$ cat src/rtl/altera_emif_ddr4_model_db_pkg.sv
// Shared types and constants for the LRDIMM DDR4 data-buffer control model.
// BCOM opcodes, BCW frame states, BCW register addresses and the latency width.
package altera_emif_ddr4_model_db_pkg;

    localparam int LAT_W = 5;

    localparam logic [3:0] BCW_RL = 4'd0;
    localparam logic [3:0] BCW_WL = 4'd1;

    typedef enum logic [2:0] {
        OP_NOP = 3'b000,
        OP_RD  = 3'b001,
        OP_WR  = 3'b010,
        OP_BCW = 3'b011
    } opcode_e;

    typedef enum logic [1:0] {
        ST_IDLE,
        ST_BCW_ADDR,
        ST_BCW_DHI,
        ST_BCW_DLO
    } state_e;

    // Even parity across the whole nibble, including the parity bit itself.
    function automatic logic parity_ok(input logic [3:0] nib);
        return ~(^nib);
    endfunction

endpackage

$ cat src/rtl/altera_emif_ddr4_model_db_sched.sv
// One direction's drive timeline: a load ORs a burst window at [lat, lat+BURST_CYCLES-1]
// cycles ahead into a shift register whose bit 0 is the drive enable.
module altera_emif_ddr4_model_db_sched
    import altera_emif_ddr4_model_db_pkg::*;
#(
    parameter int BURST_CYCLES = 4,
    parameter int DEPTH        = 35
) (
    input  logic             clk,
    input  logic             rst,
    input  logic             load,
    input  logic [LAT_W-1:0] lat,
    output logic             en,
    output logic             pending
);

    localparam int POS_W = $clog2(DEPTH + 1) + 1;

    logic [DEPTH-1:0] tl_reg;
    logic [DEPTH-1:0] mask;
    logic [POS_W-1:0] lo;
    logic [POS_W-1:0] hi;

    assign lo = POS_W'(lat);
    assign hi = POS_W'(lat) + POS_W'(BURST_CYCLES);

    // Bit gi reaches position 0 after gi further shifts, i.e. gi+1 cycles after the load edge.
    generate
        for (genvar gi = 0; gi < DEPTH; gi++) begin : g_mask
            localparam logic [POS_W-1:0] POS = POS_W'(gi + 1);
            assign mask[gi] = (POS >= lo) && (POS < hi);
        end
    endgenerate

    always_ff @(posedge clk or posedge rst) begin
        if (rst) begin
            tl_reg <= '0;
        end else begin
            tl_reg <= {1'b0, tl_reg[DEPTH-1:1]} | (load ? mask : '0);
        end
    end

    assign en      = tl_reg[0];
    assign pending = |tl_reg;

endmodule

$ cat src/rtl/altera_emif_ddr4_model_db_ctrl.sv
// LRDIMM DDR4 data-buffer control: BCOM decode, BCW latency registers, read/write
// drive windows and ALERT_n. Define ALTERA_EMIF_DB_PARITY_EN to enable BCOM parity checking.
module altera_emif_ddr4_model_db_ctrl
    import altera_emif_ddr4_model_db_pkg::*;
#(
    parameter int RL_DEFAULT   = 11,
    parameter int WL_DEFAULT   = 9,
    parameter int BURST_CYCLES = 4,
    parameter int MAX_LAT      = 31,
    parameter int ALERT_CYCLES = 2
) (
    input  logic             BCK_t,
    input  logic             rst,
    input  logic             BCKE,
    input  logic [3:0]       BCOM,
    output logic             rd_en,
    output logic             wr_en,
    output logic [LAT_W-1:0] rl_q,
    output logic [LAT_W-1:0] wl_q,
    output logic             busy,
    output logic             ALERT_n
);

    localparam int DEPTH = MAX_LAT + BURST_CYCLES;
    localparam int CNT_W = $clog2(ALERT_CYCLES + 1);

    state_e           state_reg, state_next;
    logic [3:0]       addr_reg, addr_next;
    logic [3:0]       dhi_reg, dhi_next;
    logic [LAT_W-1:0] rl_reg, rl_next;
    logic [LAT_W-1:0] wl_reg, wl_next;
    logic [CNT_W-1:0] alert_cnt_reg, alert_cnt_next;
    logic [7:0]       bcw_data;
    logic             cmd_ok;
    logic             rd_load, wr_load;
    logic             cmd_err, bcw_err, conflict;
    logic             rd_raw, wr_raw;
    logic             rd_pending, wr_pending;

`ifdef ALTERA_EMIF_DB_PARITY_EN
    assign cmd_ok = parity_ok(BCOM);
`else
    assign cmd_ok = 1'b1;
`endif

    assign bcw_data = {dhi_reg, BCOM};

    always_comb begin
        state_next = state_reg;
        addr_next  = addr_reg;
        dhi_next   = dhi_reg;
        rl_next    = rl_reg;
        wl_next    = wl_reg;
        rd_load    = 1'b0;
        wr_load    = 1'b0;
        cmd_err    = 1'b0;
        bcw_err    = 1'b0;
        case (state_reg)
            ST_IDLE: begin
                if (BCKE) begin
                    if (!cmd_ok) begin
                        cmd_err = 1'b1;
                    end else begin
                        case (BCOM[2:0])
                            OP_NOP:  ;
                            OP_RD:   rd_load    = 1'b1;
                            OP_WR:   wr_load    = 1'b1;
                            OP_BCW:  state_next = ST_BCW_ADDR;
                            default: cmd_err    = 1'b1;
                        endcase
                    end
                end
            end
            // Frame nibbles are raw data; a BCKE-low cycle simply stalls the frame.
            ST_BCW_ADDR: begin
                if (BCKE) begin
                    addr_next  = BCOM;
                    state_next = ST_BCW_DHI;
                end
            end
            ST_BCW_DHI: begin
                if (BCKE) begin
                    dhi_next   = BCOM;
                    state_next = ST_BCW_DLO;
                end
            end
            ST_BCW_DLO: begin
                if (BCKE) begin
                    state_next = ST_IDLE;
                    if ((addr_reg == BCW_RL) || (addr_reg == BCW_WL)) begin
                        if ((bcw_data == 8'd0) || (bcw_data > 8'(MAX_LAT))) begin
                            bcw_err = 1'b1;
                        end else if (addr_reg == BCW_RL) begin
                            rl_next = bcw_data[LAT_W-1:0];
                        end else begin
                            wl_next = bcw_data[LAT_W-1:0];
                        end
                    end
                end
            end
            default: state_next = ST_IDLE;
        endcase
    end

    assign conflict = rd_raw & wr_raw;

    always_comb begin
        alert_cnt_next = alert_cnt_reg;
        if (cmd_err || bcw_err || conflict) begin
            alert_cnt_next = CNT_W'(ALERT_CYCLES);
        end else if (alert_cnt_reg != '0) begin
            alert_cnt_next = alert_cnt_reg - 1'b1;
        end
    end

    always_ff @(posedge BCK_t or posedge rst) begin
        if (rst) begin
            state_reg     <= ST_IDLE;
            addr_reg      <= '0;
            dhi_reg       <= '0;
            rl_reg        <= LAT_W'(RL_DEFAULT);
            wl_reg        <= LAT_W'(WL_DEFAULT);
            alert_cnt_reg <= '0;
        end else begin
            state_reg     <= state_next;
            addr_reg      <= addr_next;
            dhi_reg       <= dhi_next;
            rl_reg        <= rl_next;
            wl_reg        <= wl_next;
            alert_cnt_reg <= alert_cnt_next;
        end
    end

    altera_emif_ddr4_model_db_sched #(
        .BURST_CYCLES (BURST_CYCLES),
        .DEPTH        (DEPTH)
    ) u_rd_sched (
        .clk     (BCK_t),
        .rst     (rst),
        .load    (rd_load),
        .lat     (rl_reg),
        .en      (rd_raw),
        .pending (rd_pending)
    );

    altera_emif_ddr4_model_db_sched #(
        .BURST_CYCLES (BURST_CYCLES),
        .DEPTH        (DEPTH)
    ) u_wr_sched (
        .clk     (BCK_t),
        .rst     (rst),
        .load    (wr_load),
        .lat     (wl_reg),
        .en      (wr_raw),
        .pending (wr_pending)
    );

    // Reads take priority on the shared DQ bus.
    assign rd_en   = rd_raw;
    assign wr_en   = wr_raw & ~rd_raw;
    assign busy    = rd_pending | wr_pending;
    assign ALERT_n = (alert_cnt_reg == '0);
    assign rl_q    = rl_reg;
    assign wl_q    = wl_reg;

endmodule

$ cat config.mk
export PLATFORM = sky130hd
export DESIGN_NAME = altera_emif_ddr4_model_db_ctrl
export DESIGN_NICKNAME = d
export VERILOG_FILES = /design/src/rtl/altera_emif_ddr4_model_db_pkg.sv /design/src/rtl/altera_emif_ddr4_model_db_sched.sv /design/src/rtl/altera_emif_ddr4_model_db_ctrl.sv
export SDC_FILE = /design/constraint.sdc
export NUM_CORES = 1
export LEC_CHECK = 0
export ABC_CLOCK_PERIOD_IN_PS = 6400
export BUFFER_PORTS_ARGS = -buffer_cell sky130_fd_sc_hd__buf_4
export CAP_MARGIN = 20
export CORE_UTILIZATION = 66
export DETAILED_ROUTE_END_ITERATION = 10
export GPL_TIMING_DRIVEN = 0
export PLACE_DENSITY_LB_ADDON = 0.3
export SLEW_MARGIN = 10
export SYNTH_ARGS = -nofsm -noshare
export SYNTH_HDL_FRONTEND = slang
export SYNTH_SLANG_ARGS = --single-unit
$ cat constraint.sdc
create_clock -name BCK_t -period 6.4 [get_ports BCK_t]
set_input_delay 1.6 -clock BCK_t [delete_from_list [all_inputs] [get_ports BCK_t]]
set_output_delay 1.6 -clock BCK_t [all_outputs]
set_load 0.02 [all_outputs]
**Word level (Yosys, flattened, before mapping)**

Index checks and enable logic that the tools add are counted.

- Flip-flop bits (word level): 92
- Bits of input ports: 7
- Output and inout port bits: 14

- Add/subtract/negate cells: 3
- $lt $le $gt $ge: 141
- Equality and inequality tests: 12
- Multiplexer cells: 23
- Bitwise logic cells: 8
- Reductions and logical operators: 89

Operators by type and width:

| cell | count |
|---|---|
| $lt A5 B7 Y1 const A | 32 |
| $ge A5 B5 Y1 const A | 32 |
| $lt A4 B7 Y1 const A | 16 |
| $ge A4 B5 Y1 const A | 16 |
| $logic_and A1 B1 Y1 | 70 |
| $mux W35 | 2 |
| $or A34 B35 Y35 | 2 |
| $reduce_or A35 Y1 | 2 |
| $lt A3 B7 Y1 const A | 8 |
| $lt A6 B7 Y1 const A | 8 |
| $ge A6 B5 Y1 const A | 8 |
| $ge A3 B5 Y1 const A | 8 |
| $lt A2 B7 Y1 const A | 4 |
| $ge A2 B5 Y1 const A | 4 |
| $reduce_and A5 Y1 | 3 |
| $lt A1 B7 Y1 const A | 2 |
| $mux W2 | 7 |
| $mux W1 | 13 |
| $add A5 B3 Y6 const B | 2 |
| $ge A1 B5 Y1 const A | 2 |
| $gt A8 B5 Y1 const B | 1 |
| $logic_not A8 Y1 | 1 |
| $ne A2 B2 Y1 const B | 4 |
| $pmux W2 S4 | 1 |
| other kinds (17) | 28 |

**Longest topological paths before layout**

Gate-level depths: netlist of run 1.

- Depth after elaboration: 9
- Mapped depth: 10

**Hierarchy**

From an unflattened synthesis of run 1, not the netlist that was laid out.

- Cells, all modules: 474
- Area, all modules: 4999.8 sq um

Modules (own cells, without submodules):

| module | times used | cells each | area an instance (sq um) | seq. area each (sq um) |
|---|---|---|---|---|
| altera_emif_ddr4_model_db_sched | 2 | 198 | 1946.9 | 875.8 |
| altera_emif_ddr4_model_db_ctrl | 1 | 78 | 1106.1 | 556.8 |

**Worst setup path after synthesis of run 1**

OpenSTA, ideal clock, no wires.

- Path type: input -> register
- From: input BCKE
- To: register wl_reg[1], in the netlist wl_q[1]
- Setup time: 0.125 ns
- Arrival time: 2.952 ns
- Setup slack: 3.323 ns
- Cell stages on the path: 6
- Buffers on the path: 2
- Cells stage by stage: buf_6 > nand2_2 > or4_4 > or3_1 > buf_6 > mux2_4

- Longest elaborated chain between the ends: 1

RTL lines:

| element | line | RTL |
|---|---|---|
| start: declaration | altera_emif_ddr4_model_db_ctrl.sv:14 | `input logic BCKE,` |
| $reduce_and A5 Y1 (no line) | -- |  |
| end signal: assignment | altera_emif_ddr4_model_db_ctrl.sv:122 | `wl_reg <= LAT_W'(WL_DEFAULT);` |
| end signal: assignment | altera_emif_ddr4_model_db_ctrl.sv:129 | `wl_reg <= wl_next;` |
| end: declaration | altera_emif_ddr4_model_db_ctrl.sv:31 | `logic [LAT_W-1:0] wl_reg, wl_next;` |

Every way passes these cells.
A chain may end at the register's enable or synchronous reset.

**Worst setup path in the final report of run 1**

- From: register u_rd_sched.tl_reg[12]
- To: output busy

- Longest elaborated chain between the ends: 2

RTL lines:

| element | line | RTL |
|---|---|---|
| start: declaration | altera_emif_ddr4_model_db_sched.sv:19 | `logic [DEPTH-1:0] tl_reg;` |
| start signal: assignment | altera_emif_ddr4_model_db_sched.sv:39 | `tl_reg <= {1'b0, tl_reg[DEPTH-1:1]} \| (load ? mask : '0);` |
| $reduce_or A35 Y1 | altera_emif_ddr4_model_db_sched.sv:44 | `assign pending = \|tl_reg;` |
| $or A1 B1 Y1 | altera_emif_ddr4_model_db_ctrl.sv:161 | `assign busy = rd_pending \| wr_pending;` |
| end: declaration | altera_emif_ddr4_model_db_ctrl.sv:20 | `output logic busy,` |

Every way passes these cells.

==> results of run 1 <==
## cell type report
cell class | count | area, um2 | share of cell area
multi-input combinational | 358 | 2400 | 0.443
sequential | 92 | 2310 | 0.426
timing repair buffer | 20 | 170 | 0.0314
buffer | 29 | 126 | 0.0233
clock buffer | 9 | 124 | 0.0229
tap | 99 | 124 | 0.0229
clock inverter | 7 | 98.8 | 0.0183
inverter | 16 | 62.6 | 0.0116
## per-layer routing
| metal | track usage | part of all wire | up-vias |
|---|---|---|---|
| li1 | - | - | 1881 |
| met1 | 0.557 | 0.42 | 2080 |
| met2 | 0.536 | 0.44 | 309 |
| met3 | 0.0735 | 0.11 | 51 |
| met4 | 0.132 | 0.026 | 0 |
| met5 | 0 | 0 | - |
## Yosys cell counts (7+ instances only)
cell type	instances
or3_1	7
mux2_2	15
dfrtp_1	87
nor4_1	20
nand4_1	7
nor2b_1	8
a21oi_1	28
o21ai_0	21
a21o_1	25
nand2_1	29
nand2b_1	14
a31o_2	17
nand3_1	12
o21bai_1	12
nor3_1	9
ha_1	13
inv_1	15
nor2_1	39
clkbuf_1	24
and2_1	9
## cell families after synthesis
logic type / after synthesis
xor+xnor: 2
fa+ha+maj: 13
flops: 92
simple gates: 170
compound gates: 152
buf+inv: 45
mux: 21
## metrics by stage
step	instance area (um2)	worst slack [ps]	util
4_1_cts	5420	2560	0.751
3_3_place_gp	5160	1540	0.716
5_1_grt	5420	2490	0.751
2_1_floorplan	4900	2420	-
6_report	5420	2450	0.751
3_5_place_dp	5190	2970	0.720
## cell usage in the layout, fill, tap and decap left out, types with 13 or more instances in the layout
cell      Yosys  layout
a21o_1       25      25
a21oi_1      28      28
a31o_2       17      17
buf_4         0      19
clkbuf_1     24      24
dfrtp_1      87      87
ha_1         13      13
inv_1        15      14
mux2_2       15      15
nand2_1      29      29
nand2b_1     14      14
nor2_1       39      39
nor4_1       20      20
o21ai_0      21      21
## worst min path at each step
stage / slack [ps] / endpoint / cells after the start
after detailed placement: 440 / u_wr_sched.tl_reg[20] / 1
after global placement: 440 / u_wr_sched.tl_reg[20] / 1
after CTS: 460 / u_wr_sched.tl_reg[20] / 1
final: 460 / u_wr_sched.tl_reg[20] / 1
after floorplan: 430 / u_rd_sched.tl_reg[11] / 1
after global routing: 480 / u_rd_sched.tl_reg[7] / 1
## where the power goes
group	total, uW	switching (uW)	leakage, uW	internal, uW
combinational	1200	781	0.00127	416
clock	430	208	0.000110	223
sequential	813	117	0.00124	696
total	2440	1110	0.00262	1330
==> results.yml, run 1 <==
run_status:
  status: "completed"
grt:
  grt_antenna_before_repair: 0
  grt-ovfl-total: 0
  grt_pass1_wl_um: 21200
  grt_max_degree: 67
  grt_usage: 0.371
  grt_pass1_vias: 3930
worst_setup_path:
  cp_num_buf_inv: 1
  critPathLaunchType: "flop"
  crit_cells: 5
  crit_top_cell: "nor4_1"
  slowest_stage: "nor4_1"
  regToRegStartpoint: "rl_q[3]"
  cp_top_family: "simple AND/OR/NAND/NOR gates"
  crit_arrival_ps: 2350
  startpoint: "u_rd_sched.tl_reg[12]"
  slowest_delay_ps: 610
  cp_max_fo: 2
  cp-endpoint: "busy"
  end_kind: "primary output"
  reg2reg_to: "u_rd_sched.tl_reg[5]"
  rrSetupSlack_ps: 3060
  crit_chain: "nor4_1 -> nand4_1 -> nor4_1 -> nand3_1 -> buf_4"
  criticalPathCategory: "reg -> out"
  crit_required_ps: 4800
  reg2reg_depth: 7
logic_synthesis:
  synth.area.mux_share: 0.0519
  synth_simple_gate_area_frac: 0.182
  synth_top_area_cell: "dfrtp_1"
  synth_top_family_by_area: "compound AO/OA/AOI/OAI gates"
  synth_edf_count: 0
  synthTopCellsByArea: "dfrtp_1 44%, a21o_1 3.8%, mux2_2 3.5%, ha_1 3.3%, a31o_2 3.0%"
  synth_top_cell_area_share: 0.445
  ys_seq_area_frac: 0.472
  synth_xor_area_frac: 0.00358
  synthAdderAreaFrac: 0.0332
  synth_top_flop_cell: "dfrtp_1"
  syn_inst: 495
  synth-compound-area-share: 0.220
  synth_async_sr_flop_share: 1.00
  ys_types: 67
  syn-num-nets: 515
  syn_area_um2: 4900
  ys_ff_latch: 92
  yosys_warnings: 0
  synthesis.area_per_instance_um2: 9.89
die:
  die-width_um: 88.1
  die_h_um: 88.1
  design.core.area_um2: 7210
  initial_core_util: 0.679
  dieArea_um2: 7770
  pin_count: 21
  num_rows: 31
drt:
  vias_per_cell: 6.86
  drt_iter0_markers: 693
  wl_per_cell_um: 21.5
  firstDrtPassIters: 6
  ant_nets: 0
  drc: 0
  dr_total_vias: 4321
  wirelength_um: 13600
clocking:
  cts_tree: "built"
  postCtsHoldBufs: 0
  cts_inserted_buffers: 9
  htreeDepth: 3
  clk_latency_ps: 360
  clk_pin_slew_ps: 90
  clk_path_buf_depth: 2
  post-cts-setup-buffers: 0
  cts_resized: 0
  cts_sinks: 92
  cts_root_buf: "clkbuf_8"
power:
  power_uw: 2440
  ir_worst_vdd_uv: 313
  p_leak_uw: 0.00262
  power_density_nw_per_um2: 451
sta:
  whs_ps: 464
  max_freq_ghz: 0.253
  fin_skew_ps: 13.7
  max_slew.worst_pin.slew_ps: 961
  relSlewSlack: 0.358
  grt_setup_unrepaired: "false"
  finalCritPeriodShare: 0.618
  finalSetupViolCount: 0
  finalHoldViolCount: 0
  finalSetupTns_ps: 0
  post-route-min-period_ps: 3950
  slew_viol_final: 0
placed_design:
  dp_hpwl_um: 9980
  place.gp.congestion: 1.01
  placed_cells: 614
  portBuffers: 19
min_path:
  min_path_type: "reg -> reg"
  min_from: "u_wr_sched.tl_reg[21]"
cells_and_area:
  layout-drive-gt1-share: 0.179
  syn2layout_area_growth_pct: 10.6
  fin_cells: 630
  antenna_cells: 0
  nets: 546
  fillers: 553
job:
  cap_violations: 0
Power figures use the tool's default switching activity.
==> inputs of run 2 (changes only) <==
--- a/config.mk
+++ b/config.mk
@@ -5,10 +5,10 @@
 export SDC_FILE = /design/constraint.sdc
 export NUM_CORES = 1
 export LEC_CHECK = 0
-export ABC_CLOCK_PERIOD_IN_PS = 6400
+export ABC_CLOCK_PERIOD_IN_PS = 4140
 export BUFFER_PORTS_ARGS = -buffer_cell sky130_fd_sc_hd__buf_4
 export CAP_MARGIN = 20
-export CORE_UTILIZATION = 66
+export CORE_UTILIZATION = 62
 export DETAILED_ROUTE_END_ITERATION = 10
 export GPL_TIMING_DRIVEN = 0
 export PLACE_DENSITY_LB_ADDON = 0.3
==> constraint.sdc (replaced) <==
create_clock -name BCK_t -period 4.14 [get_ports BCK_t]
set_input_delay 1.035 -clock BCK_t [delete_from_list [all_inputs] [get_ports BCK_t]]
set_output_delay 1.035 -clock BCK_t [all_outputs]
set_load 0.02 [all_outputs]
==> results.yml, run 2 (same netlist as run 1, synthesis figures left out) <==
drt:
  drt_iter0_markers: 508
  ant_nets: 0
  drc: 0
  firstDrtPassIters: 5
  wirelength_um: 13800
  dr_total_vias: 4254
  wl_per_cell_um: 21.8
  vias_per_cell: 6.72
sta:
  finalHoldViolCount: 0
  fin_skew_ps: 12.7
  max_slew.worst_pin.slew_ps: 889
  relSlewSlack: 0.406
  whs_ps: 460
  slew_viol_final: 0
  max_freq_ghz: 0.298
  finalCritPeriodShare: 0.809
  grt_setup_unrepaired: "false"
  finalSetupViolCount: 0
  post-route-min-period_ps: 3350
clocking:
  cts_inserted_buffers: 9
  cts_resized: 0
  htreeDepth: 3
  cts_root_buf: "clkbuf_8"
  postCtsHoldBufs: 0
  cts_sinks: 92
  clk_pin_slew_ps: 100
  clk_latency_ps: 370
  post-cts-setup-buffers: 0
  clk_path_buf_depth: 2
  cts_tree: "built"
worst_setup_path:
  reg2reg_depth: 9
  end_kind: "flop"
  slowest_delay_ps: 580
  crit_top_cell: "clkbuf_1"
  cp_max_fo: 10
  slowest_stage: "dfstp_2"
  crit_chain: "buf_2 -> clkbuf_1 -> inv_1 -> ha_1 -> clkbuf_1 -> clkbuf_1 -> a21oi_1 -> and2b_1 -> a31o_2"
  crit_required_ps: 4450
  criticalPathCategory: "reg -> reg"
  cp_num_buf_inv: 5
  crit_arrival_ps: 3670
  crit_cells: 9
  cp_top_family: "buffers and inverters"
  critPathLaunchType: "flop"
placed_design:
  portBuffers: 19
  post_dp_cell_area_um2: 5200
  dp_hpwl_um: 10100
  place.gp.congestion: 0.975
  placed_cells: 617
min_path:
  min_path_type: "reg -> reg"
  hold_depth: 1
cells_and_area:
  nets: 546
  layout-drive-gt1-share: 0.177
  final_cell_mix: "87 x dfrtp_1, 39 x nor2_1, 29 x nand2_1"
  final_common_cell: "dfrtp_1"
  fin_cells: 633
  final_util: 0.702
  fin_area_um2: 5390
  antenna_cells: 0
  syn2layout_area_growth_pct: 10.2
die:
  design.core.area_um2: 7690
  dieArea_um2: 8260
  initial_core_util: 0.637
  num_rows: 32
  pin_count: 21
  die_h_um: 90.9
  die-width_um: 90.9
job:
  cap_violations: 0
grt:
  grt_max_degree: 67
  grt-ovfl-total: 0
  grt_antenna_before_repair: 0
  grt_usage: 0.358
  grt_pass1_wl_um: 22500
  grt_pass1_vias: 4239
power:
  p_leak_uw: 0.00261
  ir_worst_vdd_uv: 436
  power_density_nw_per_um2: 695
  power_uw: 3750
run_status:
  status: "completed"
==> run 2: where the power goes <==
group | internal, uW | switching (uW) | leakage [uW] | total [uW]
Sequential | 1080 | 191 | 0.00124 | 1270
Clock | 286 | 344 | 0.000102 | 630
Combinational | 641 | 1210 | 0.00127 | 1850
==> run 2: area by class of cell <==
cell class,instances,area [um2]
Multi-Input combinational cell,358,2400
Timing Repair Buffer,20,170
Tap cell,102,128
Inverter,16,62.6
Buffer,29,126
Clock buffer,10,128
Sequential cell,92,2310
Clock inverter,6,70.1
Fill cell,619,2290
==> run 2: layer usage <==
layer  vias up  share of wire  GRT usage
li1       1888              -          -
met2       243           0.45      0.530
met3        23          0.090     0.0690
met1      2100           0.45      0.538
met4         0          0.015     0.0992
met5         -              0          0
==> run 2: worst register-to-register path, cell delays in order (launching register included) <==
cell and delay [ps]:
dfstp_2 580, buf_2 210, clkbuf_1 430, inv_1 220
ha_1 370, clkbuf_1 400, clkbuf_1 410, a21oi_1 90
and2b_1 370, a31o_2 200
==> run 2: worst paths after layout <==
kind | start | to | slack [ps]
worst max-delay path | wl_q[3] | u_wr_sched.tl_reg[24] | 790
worst min-delay path | u_rd_sched.tl_reg[25] | u_rd_sched.tl_reg[24] | 460
worst max register to register | wl_q[3] | u_wr_sched.tl_reg[24] | 790
worst min register to register | u_rd_sched.tl_reg[25] | u_rd_sched.tl_reg[24] | 460
max in group asynchronous | rst | rl_q[0] | 2820
min in group asynchronous | rst | wl_q[1] | 630
==> run 2: stage by stage <==
| stage | setup TNS (ps) | setup slack (ps) |
|---|---|---|
| after global routing | 0 | 644 |
| after CTS | 0 | 866 |
| final | 0 | 789 |
| after global placement | -21310 | -250 |
| after floorplan | 0 | 721 |
| after detailed placement | 0 | 938 |
